**config.mk**
```make
export PLATFORM = sky130hd
export DESIGN_NAME = yuv420_fb_reader
export DESIGN_NICKNAME = d
export VERILOG_FILES = /design/src/rtl/yuv_fb_pkg.sv /design/src/rtl/packed_lane_unpacker.sv /design/src/rtl/yuv420_fb_reader.sv
export SDC_FILE = /design/constraint.sdc
export NUM_CORES = 2
export LEC_CHECK = 0
export CAP_MARGIN = 25
export CORE_MARGIN = 2
export CORE_UTILIZATION = 55
export DETAILED_ROUTE_END_ITERATION = 7
export PLACE_DENSITY = 0.82
export SLEW_MARGIN = 20
export SYNTH_ARGS = -nofsm -noshare
export SYNTH_HDL_FRONTEND = slang
export SYNTH_SLANG_ARGS = --single-unit
```
**constraint.sdc**
```tcl
create_clock -name MIPI_PIXEL_CLK -period 4.1 [get_ports MIPI_PIXEL_CLK]
set_input_delay 0.615 -clock MIPI_PIXEL_CLK [delete_from_list [all_inputs] [get_ports MIPI_PIXEL_CLK]]
set_output_delay 0.615 -clock MIPI_PIXEL_CLK [all_outputs]
set_load 0.05 [all_outputs]
```
**src/rtl/yuv_fb_pkg.sv**
```systemverilog
// Shared constants and FSM state type for the YUV 4:2:0 frame-buffer reader.
package yuv_fb_pkg;

    localparam int unsigned Y_SAMPLES_PER_WORD = 5;
    localparam int unsigned C_SAMPLES_PER_WORD = 18;
    localparam int unsigned Y_WORD_W           = 40;
    localparam int unsigned C_WORD_W           = 144;

    typedef enum logic [2:0] {
        IDLE,
        LOAD,
        LOAD2,
        STREAM,
        DONE
    } fb_state_e;

endpackage

```
**src/rtl/packed_lane_unpacker.sv**
```systemverilog
// One plane lane: line-base tracking, cur/nxt word pair, sample offset and
// read-address sequencing for a buffer holding SAMPLES bytes per word.
module packed_lane_unpacker #(
    parameter int unsigned SAMPLES = 5,
    parameter int unsigned AW      = 16,
    parameter int unsigned LINE    = 640
) (
    input  logic                   MIPI_PIXEL_CLK,
    input  logic                   RESET_N,
    input  logic                   clear_base,
    input  logic                   next_line,
    input  logic                   load,
    input  logic                   load2,
    input  logic                   step,
    input  logic [SAMPLES*8-1:0]   q,
    output logic [AW-1:0]          rdaddress,
    output logic [7:0]             sample
);

    localparam int unsigned    OW         = $clog2(SAMPLES);
    localparam logic [AW-1:0]  LINE_WORDS = AW'(LINE / SAMPLES);
    localparam logic [OW:0]    LINE_REM   = (OW+1)'(LINE % SAMPLES);
    localparam logic [OW:0]    N_EXT      = (OW+1)'(SAMPLES);
    localparam logic [OW-1:0]  LAST_OFF   = OW'(SAMPLES - 1);

    logic [SAMPLES*8-1:0] cur, nxt;
    logic [AW-1:0]        addr, base_word;
    logic [OW-1:0]        off, base_off;
    logic                 pend0, pend1;
    logic [OW:0]          off_sum;

    assign off_sum   = {1'b0, base_off} + LINE_REM;
    assign rdaddress = load ? base_word : addr;
    assign sample    = cur[{off, 3'b000} +: 8];

    // pend0/pend1 track a read in flight: address driven one cycle, data the
    // next; a wrap that lands while data is still on q takes it straight from q.
    always_ff @(posedge MIPI_PIXEL_CLK) begin
        if (!RESET_N) begin
            cur       <= '0;
            nxt       <= '0;
            addr      <= '0;
            base_word <= '0;
            off       <= '0;
            base_off  <= '0;
            pend0     <= 1'b0;
            pend1     <= 1'b0;
        end else begin
            pend1 <= pend0;
            pend0 <= 1'b0;
            if (pend1)
                nxt <= q;

            if (clear_base) begin
                base_word <= '0;
                base_off  <= '0;
            end else if (next_line) begin
                if (off_sum >= N_EXT) begin
                    base_off  <= OW'(off_sum - N_EXT);
                    base_word <= base_word + LINE_WORDS + 1'b1;
                end else begin
                    base_off  <= off_sum[OW-1:0];
                    base_word <= base_word + LINE_WORDS;
                end
            end

            if (load) begin
                addr  <= base_word + 1'b1;
                off   <= base_off;
                pend0 <= 1'b1;
            end else if (load2) begin
                cur <= q;
            end else if (step) begin
                if (off == LAST_OFF) begin
                    off   <= '0;
                    cur   <= pend1 ? q : nxt;
                    addr  <= addr + 1'b1;
                    pend0 <= 1'b1;
                end else begin
                    off <= off + 1'b1;
                end
            end
        end
    end

endmodule

```
**src/rtl/yuv420_fb_reader.sv**
```systemverilog
// Reads packed planar YUV 4:2:0 frame buffers and streams raster-order {Y,U,V}
// pixels over valid/ready. Optional test pattern: `define YUV_FB_RDR_PATTERN_EN.
module yuv420_fb_reader
    import yuv_fb_pkg::*;
#(
    parameter int unsigned WIDTH  = 640,
    parameter int unsigned HEIGHT = 480,
    parameter int unsigned Y_AW   = 16,
    parameter int unsigned C_AW   = 13
) (
    input  logic                MIPI_PIXEL_CLK,
    input  logic                RESET_N,
    input  logic                frame_start,
`ifdef YUV_FB_RDR_PATTERN_EN
    input  logic                pattern_sel,
`endif
    output logic                busy,
    output logic                frame_done,
    output logic [Y_AW-1:0]     y_rdaddress,
    input  logic [Y_WORD_W-1:0] y_q,
    output logic [C_AW-1:0]     u_rdaddress,
    input  logic [C_WORD_W-1:0] u_q,
    output logic [C_AW-1:0]     v_rdaddress,
    input  logic [C_WORD_W-1:0] v_q,
    output logic                pix_valid,
    input  logic                pix_ready,
    output logic [7:0]          pix_y,
    output logic [7:0]          pix_u,
    output logic [7:0]          pix_v,
    output logic                pix_sof,
    output logic                pix_eol
);

    localparam logic [15:0] LAST_COL = 16'(WIDTH - 1);
    localparam logic [15:0] LAST_ROW = 16'(HEIGHT - 1);

    fb_state_e   state_q, state_d;
    logic [15:0] row, col;
    logic        pat_q;
    logic        start, xfer, eol, last_row, y_line, c_line, c_step;
    logic [Y_AW-1:0] y_addr;
    logic [C_AW-1:0] u_addr, v_addr;
    logic [7:0]  y_s, u_s, v_s;

    assign start    = (state_q == IDLE) && frame_start;
    assign xfer     = (state_q == STREAM) && pix_ready;
    assign eol      = (col == LAST_COL);
    assign last_row = (row == LAST_ROW);
    assign y_line   = xfer && eol && !last_row;
    assign c_line   = y_line && row[0];
    assign c_step   = xfer && col[0];

    always_comb begin
        state_d = state_q;
        case (state_q)
            IDLE:    if (frame_start) state_d = LOAD;
            LOAD:    state_d = LOAD2;
            LOAD2:   state_d = STREAM;
            STREAM:  if (xfer && eol) state_d = last_row ? DONE : LOAD;
            DONE:    state_d = IDLE;
            default: state_d = IDLE;
        endcase
    end

    always_ff @(posedge MIPI_PIXEL_CLK) begin
        if (!RESET_N) begin
            state_q <= IDLE;
            row     <= '0;
            col     <= '0;
            pat_q   <= 1'b0;
        end else begin
            state_q <= state_d;
            if (start) begin
                row <= '0;
                col <= '0;
`ifdef YUV_FB_RDR_PATTERN_EN
                pat_q <= pattern_sel;
`endif
            end else if (xfer) begin
                if (eol) begin
                    col <= '0;
                    if (!last_row)
                        row <= row + 1'b1;
                end else begin
                    col <= col + 1'b1;
                end
            end
        end
    end

    packed_lane_unpacker #(.SAMPLES(Y_SAMPLES_PER_WORD), .AW(Y_AW), .LINE(WIDTH)) u_y_lane (
        .MIPI_PIXEL_CLK(MIPI_PIXEL_CLK), .RESET_N(RESET_N), .clear_base(start),
        .next_line(y_line), .load(state_q == LOAD), .load2(state_q == LOAD2),
        .step(xfer), .q(y_q), .rdaddress(y_addr), .sample(y_s)
    );

    packed_lane_unpacker #(.SAMPLES(C_SAMPLES_PER_WORD), .AW(C_AW), .LINE(WIDTH / 2)) u_u_lane (
        .MIPI_PIXEL_CLK(MIPI_PIXEL_CLK), .RESET_N(RESET_N), .clear_base(start),
        .next_line(c_line), .load(state_q == LOAD), .load2(state_q == LOAD2),
        .step(c_step), .q(u_q), .rdaddress(u_addr), .sample(u_s)
    );

    packed_lane_unpacker #(.SAMPLES(C_SAMPLES_PER_WORD), .AW(C_AW), .LINE(WIDTH / 2)) u_v_lane (
        .MIPI_PIXEL_CLK(MIPI_PIXEL_CLK), .RESET_N(RESET_N), .clear_base(start),
        .next_line(c_line), .load(state_q == LOAD), .load2(state_q == LOAD2),
        .step(c_step), .q(v_q), .rdaddress(v_addr), .sample(v_s)
    );

    assign busy        = (state_q != IDLE);
    assign frame_done  = (state_q == DONE);
    assign pix_valid   = (state_q == STREAM);
    assign pix_sof     = pix_valid && (row == '0) && (col == '0);
    assign pix_eol     = pix_valid && eol;
    assign pix_y       = !pix_valid ? '0 : (pat_q ? col[7:0] : y_s);
    assign pix_u       = !pix_valid ? '0 : (pat_q ? row[7:0] : u_s);
    assign pix_v       = !pix_valid ? '0 : (pat_q ? 8'h80    : v_s);
    assign y_rdaddress = pat_q ? '0 : y_addr;
    assign u_rdaddress = pat_q ? '0 : u_addr;
    assign v_rdaddress = pat_q ? '0 : v_addr;

endmodule

```
# Word-level counts from Yosys, hierarchy flattened
# Cells that the tools add are included.
[totals] register_bits=807
[op_classes] mux=64 reduce_logical=36 bitwise=3 n_eq_ne=12 shift=3 magnitude_cmp=3 n_addsub=22
[op_table] cell="two-way mux 144 bit" count=8
[op_table] cell="variable part select 144 x 9 -> 8 bit" count=2
[op_table] cell="two-way mux 40 bit" count=4
[op_table] cell="two-way mux 13 bit" count=12
[op_table] cell="two-way mux 16 bit" count=7
[op_table] cell="adder 16 x 1 -> 16 bit (second input constant)" count=5
[op_table] cell="adder 13 x 1 -> 13 bit (second input constant)" count=6
[op_table] cell="two-way mux 5 bit" count=10
[op_table] cell="variable part select 40 x 7 -> 8 bit" count=1
[op_table] cell="zero test 16 bit" count=2
[op_table] cell="adder 13 x 5 -> 13 bit (second input constant)" count=2
[op_table] cell="two-way mux 8 bit" count=3
[op_table] cell="two-way mux 3 bit" count=7
[op_table] cell="AND reduction 3 bit" count=7
[op_table] cell="nonzero test 2 bit" count=10
[op_table] cell="adder 16 x 8 -> 16 bit (second input constant)" count=1
[op_table] cell="== test 16 x 10 -> 1 bit (second input constant)" count=1
[op_table] cell="== test 16 x 9 -> 1 bit (second input constant)" count=1
[op_table] cell="adder 5 x 4 -> 6 bit (second input constant)" count=2
[op_table] cell="greater-or-equal comparator 6 x 5 -> 1 bit (second input constant)" count=2
[op_table] cell="two-way mux 1 bit" count=12
[op_table] cell="one-hot mux 3 bit (4 select lines)" count=1
[op_table] cell="adder 5 x 1 -> 5 bit (second input constant)" count=2
[op_table] cell="== test 5 bit (second input constant)" count=2
[op_table] cell="other kinds (16)" count=33

# Depth between registers and ports, before layout
[logic_depth] word_depth=6 mapped_depth=15 mapped_depth_nobuf=9

# Cells and area by module
# Synthesis repeated with hierarchy kept, for this count alone.
[hier_totals] cells_unflattened=4340 area_unflattened_um2=38707.1
[modules_own_cells] mod="packed_lane_unpacker (u_u_lane)" instances=1 area_per_inst_um2=15441.1 seq_area_each_um2=6506.2 cells_per_inst=1681
[modules_own_cells] mod="packed_lane_unpacker (u_v_lane)" instances=1 area_per_inst_um2=15214.6 seq_area_each_um2=6506.2 cells_per_inst=1694
[modules_own_cells] mod="packed_lane_unpacker (u_y_lane)" instances=1 area_per_inst_um2=6035.8 seq_area_each_um2=2402.3 cells_per_inst=715
[modules_own_cells] mod="yuv420_fb_reader" instances=1 area_per_inst_um2=2015.7 seq_area_each_um2=700.7 cells_per_inst=250

# Least setup slack after synthesis
# Ideal clock, no wire load.
[synth_timing] path_type="register -> register" from="reg state_q[2]" to="reg u_u_lane.addr[8]" period_less_slack_ps=4186 path_stages_with_launch=14 t_required_ps=3985 arrival_time_ps=4071 n_path_buf=5 setup_slack_ps=-86 cell_sequence="dfxtp_1 -> clkbuf_1 -> or3b_2 -> buf_2 -> clkbuf_1 -> buf_1 -> clkbuf_1 -> o21ai_0 -> ha_1 -> o2111ai_1 -> nor3_1 -> xnor2_1 -> o21ai_0 -> and2_1"
[synth_between] elab_chain_cells=5
[synth_rtl] item="start, declared" line="yuv420_fb_reader.sv:37" source="fb_state_e state_q, state_d;"
[synth_rtl] item="start signal, assigned" line="yuv420_fb_reader.sv:72" source="state_q <= state_d;"
[synth_rtl] item="== test 3 x 2 -> 1 bit" line="yuv420_fb_reader.sv:46" source="assign xfer = (state_q == STREAM) && pix_ready;"
[synth_rtl] item="logical AND 1 bit" line="yuv420_fb_reader.sv:46"
[synth_rtl] item="logical AND 1 bit" line="yuv420_fb_reader.sv:51" source="assign c_step = xfer && col[0];"
[synth_rtl] item="nonzero test 2 bit (no source line)"
[synth_rtl] item="AND reduction 3 bit (no source line)"
[synth_rtl] item="end signal, assigned" line="packed_lane_unpacker.sv:68" source="addr <= base_word + 1'b1;"
[synth_rtl] item="end signal, assigned" line="packed_lane_unpacker.sv:77" source="addr <= addr + 1'b1;"
[synth_rtl] item="end, declared" line="packed_lane_unpacker.sv:27" source="logic [AW-1:0] addr, base_word;"
# Parallel ways exist; a longest one is shown, timed or not.
# A chain may end at the register's enable or synchronous reset.

# Worst setup path after layout
[layout_timing] from="reg u_v_lane.off[1]" to="reg u_v_lane.cur[31]"
[layout_between] elab_chain_cells=3
[layout_rtl] item="start, declared" line="packed_lane_unpacker.sv:28" source="logic [OW-1:0] off, base_off;"
[layout_rtl] item="start signal, assigned" line="packed_lane_unpacker.sv:69" source="off <= base_off;"
[layout_rtl] item="start signal, assigned" line="packed_lane_unpacker.sv:80" source="off <= off + 1'b1;"
[layout_rtl] item="== test 5 bit" line="packed_lane_unpacker.sv:74" source="if (off == LAST_OFF) begin"
[layout_rtl] item="nonzero test 2 bit (no source line)"
[layout_rtl] item="AND reduction 3 bit (no source line)"
[layout_rtl] item="end signal, assigned" line="packed_lane_unpacker.sv:72" source="cur <= q;"
[layout_rtl] item="end signal, assigned" line="packed_lane_unpacker.sv:76" source="cur <= pend1 ? q : nxt;"
[layout_rtl] item="end, declared" line="packed_lane_unpacker.sv:26" source="logic [SAMPLES*8-1:0] cur, nxt;"
# No other way between the ends.

==> flow_metrics.env <==
export IMPL_final_common_cell="nor2_1"
export IMPL_grt_usage_pct=27.80
export IMPL_dieArea_um2=69340
export IMPL_synth_xor_area_share_pct=2.510
export IMPL_multi_input_area_um2=19520
export IMPL_critPathLaunchType="register"
export IMPL_highest_layer="met5"
export IMPL_ys_seq_area_share_pct=43.57
export IMPL_vias_per_cell=5.890
export IMPL_synth_top_family_by_area="multiplexers"
export IMPL_yosysUniqueCellTypes=73
export IMPL_timing_fmax_mhz=253.5
export IMPL_timing_final_crit_share_pct=96.23
export IMPL_clock_latency_ns=0.65
export IMPL_wl_met1_um=42460
export IMPL_fillers=5062
export IMPL_period_needed_ns=3.945
export IMPL_synth_cells=3903
export IMPL_yosys_area_top_type="dfxtp_1"
export IMPL_rows=95
export IMPL_final_cell_mix="811 x nor2_1, 798 x dfxtp_1, 691 x mux2i_1"
export IMPL_p_leak_nw=16.69
export IMPL_drive_gt1_share_pct=8.571
export IMPL_hpwl_um=68080
export IMPL_area_growth_pct=20.66
export IMPL_placed_area_um2=41780
export IMPL_grt_pass1_wl_um=155900
export IMPL_start_util_pct=55.27
export IMPL_remaining_drc_errors=0
export IMPL_register_area_um2=16130
export IMPL_outcome="finished clean"
export IMPL_dr_wl_met3_um=5479
export IMPL_synth_top_area_share_pct=43.57
export IMPL_pin_count=403
export IMPL_finalHoldViolations=0
export IMPL_cp_data_required_time_ns=4.63
export IMPL_skew_ns=0.02342
export IMPL_yosys_warnings=0
export IMPL_grt_ovfl_total=0
export IMPL_worstMarginPinSlew_ns=1.365
export IMPL_firstDrtPassIters=6
export IMPL_clockBufferDepth=3
export IMPL_cts_sinks=805
export IMPL_rsz0062_at_grt="no"
export IMPL_asyncSetResetFlopFracSynth_pct=0
export IMPL_ys_seq_elements=805
export IMPL_syn_nets=4263
export IMPL_synth_edf_count=0
export IMPL_design_area_um2=44630
export IMPL_cp_end_kind="register"
export IMPL_drv_slew=0
export IMPL_layout_nets=4510
export IMPL_mappedNetlistArea_um2=36990
export IMPL_drt_total_wl_um=99280
export IMPL_synthMuxAreaShare_pct=24.18
export IMPL_numPortBuffers=402
export IMPL_clk_pin_slew_ns=0.06
export IMPL_cts_htree_levels=3
export IMPL_wl_met2_um=47520
export IMPL_synth_area_leaders="dfxtp_1 44%, mux2i_1 19%, nor2_1 8.3%"
export IMPL_critPathMaxFanout=71
export IMPL_wire_per_inst_um=19.51
export IMPL_syn_area_per_cell_um2=9.476
export IMPL_cts_setup_buffers=0
export IMPL_cp_arrival_ns=4.48
export IMPL_hold_buffers=0
export IMPL_cts_resized=0
export IMPL_die_x_um=263.3
export IMPL_path_class="reg2reg"
export IMPL_grt_max_degree=149
export IMPL_finalSetupViolations=0
export IMPL_vias=29981
export IMPL_fp_dieH_um=263.3
export IMPL_synth_main_ff_cell="dfxtp_1"
export IMPL_cts_root_buf="clkbuf_16"
export IMPL_numCtsBuffers=85
export IMPL_cts_tree="done"
export IMPL_first_global_vias=28767
export IMPL_maxCapViolCount=0
export IMPL_hp_class="reg2reg"
export IMPL_coreArea_um2=66920
export IMPL_synth_compound_area_share_pct=10.73
export IMPL_synthSimpleGateAreaFrac_pct=14.21
export IMPL_vdd_drop_max_mv=0.2941
export IMPL_synth_fa_ha_area_share_pct=0.9472
export IMPL_drt_iter0_markers=2452
export IMPL_gp_congestion=0.9076
export IMPL_maxSlewHeadroom_pct=9.029
export IMPL_powerDensity_nw_per_um2=422.2
export IMPL_fin_tns_setup_ns=0
export IMPL_ant_nets=0
export IMPL_antenna_found_initial=8
export IMPL_total_power_mw=18.84
[per-stage QoR]
step	util (%)	hold WS, ns	setup WS (ns)	std cells
5_1_grt	66.69	0.4715	0.009285	5090
3_3_place_gp	62.43	0.4257	0.3744	4936
6_report	66.69	0.4527	0.1547	5090
2_1_floorplan	-	0.4119	0.1099	3903
3_5_place_dp	62.43	0.4451	0.3180	4936
4_1_cts	66.67	0.4515	0.1666	5085
[metal layers]
metal / vias to the layer above / global-route usage, %
li1: 14369 / -
met1: 14437 / 36.76
met2: 961 / 45.55
met3: 206 / 4.209
met4: 8 / 11.63
met5: - / 0
[state kept, by name, indices dropped and copies added (netlist names), 16 cells and up]
register            flops
u_v_lane.nxt          144
u_v_lane.cur          144
u_y_lane.nxt           40
u_y_lane.addr          16
col                    16
u_y_lane.base_word     16
u_u_lane.nxt          144
u_y_lane.cur           40
u_u_lane.cur          144
row                    16
[synth_stat cells, drive strengths merged, types with 28 or more instances]
library cell  count
inv              58
xor2             47
buf              57
mux2i           691
ha               28
nand4            29
a21oi            95
o21ai            60
dfxtp           805
a211oi          338
nand2           178
clkbuf          254
mux4             88
nand3            70
xnor2            59
nor2            817
[path summary, 6_finish.rpt]
| path | endpoint | cells past startpoint | startpoint | slack [ns] |
|---|---|---|---|---|
| worst max-delay path | u_v_lane.cur[31] | 9 | u_v_lane.off[1] | 0.15 |
| worst min-delay path | u_y_lane.addr[5] | 2 | u_y_lane.addr[5] | 0.45 |
| worst max register to register | u_v_lane.cur[31] | 9 | u_v_lane.off[1] | 0.15 |
| worst min register to register | u_y_lane.addr[5] | 2 | u_y_lane.addr[5] | 0.45 |
[worst max-delay path, stage by stage, from the launching register on]
cell and delay, ns:
dfxtp_2 0.59, buf_4 0.33, inv_1 0.07, ha_1 0.12, nor4b_1 0.93, nand3_1 0.28, a21oi_4 0.77, buf_12 0.36
nor2_1 0.11, a211oi_1 0.25
[power by group]
part,total [mW],switching [mW],internal [mW]
combinational,2.50,1.32,1.19
sequential,8.51,0.315,8.19
clock,7.83,3.22,4.61
total,18.8,4.85,14.0
[cells by family after synthesis]
group | after synthesis
xor gates and xnor gates | 106
AOI/OAI and AO/OA | 574
buffers and inverters | 370
and+or+nand+nor | 1237
DFF | 805
adders and majority gates | 28
muxes | 783
[cell type report]
type                    count  area share [%]
clock buffers             124           5.571
inverters                  59          0.5131
clock inverters            25          0.7794
flip-flops and latches    805           36.14
diodes                      5         0.02804
well taps                 873           2.448
multi-input cells        2728           43.74
repair buffers            471           10.78
(Power assumes the default switching activity.)
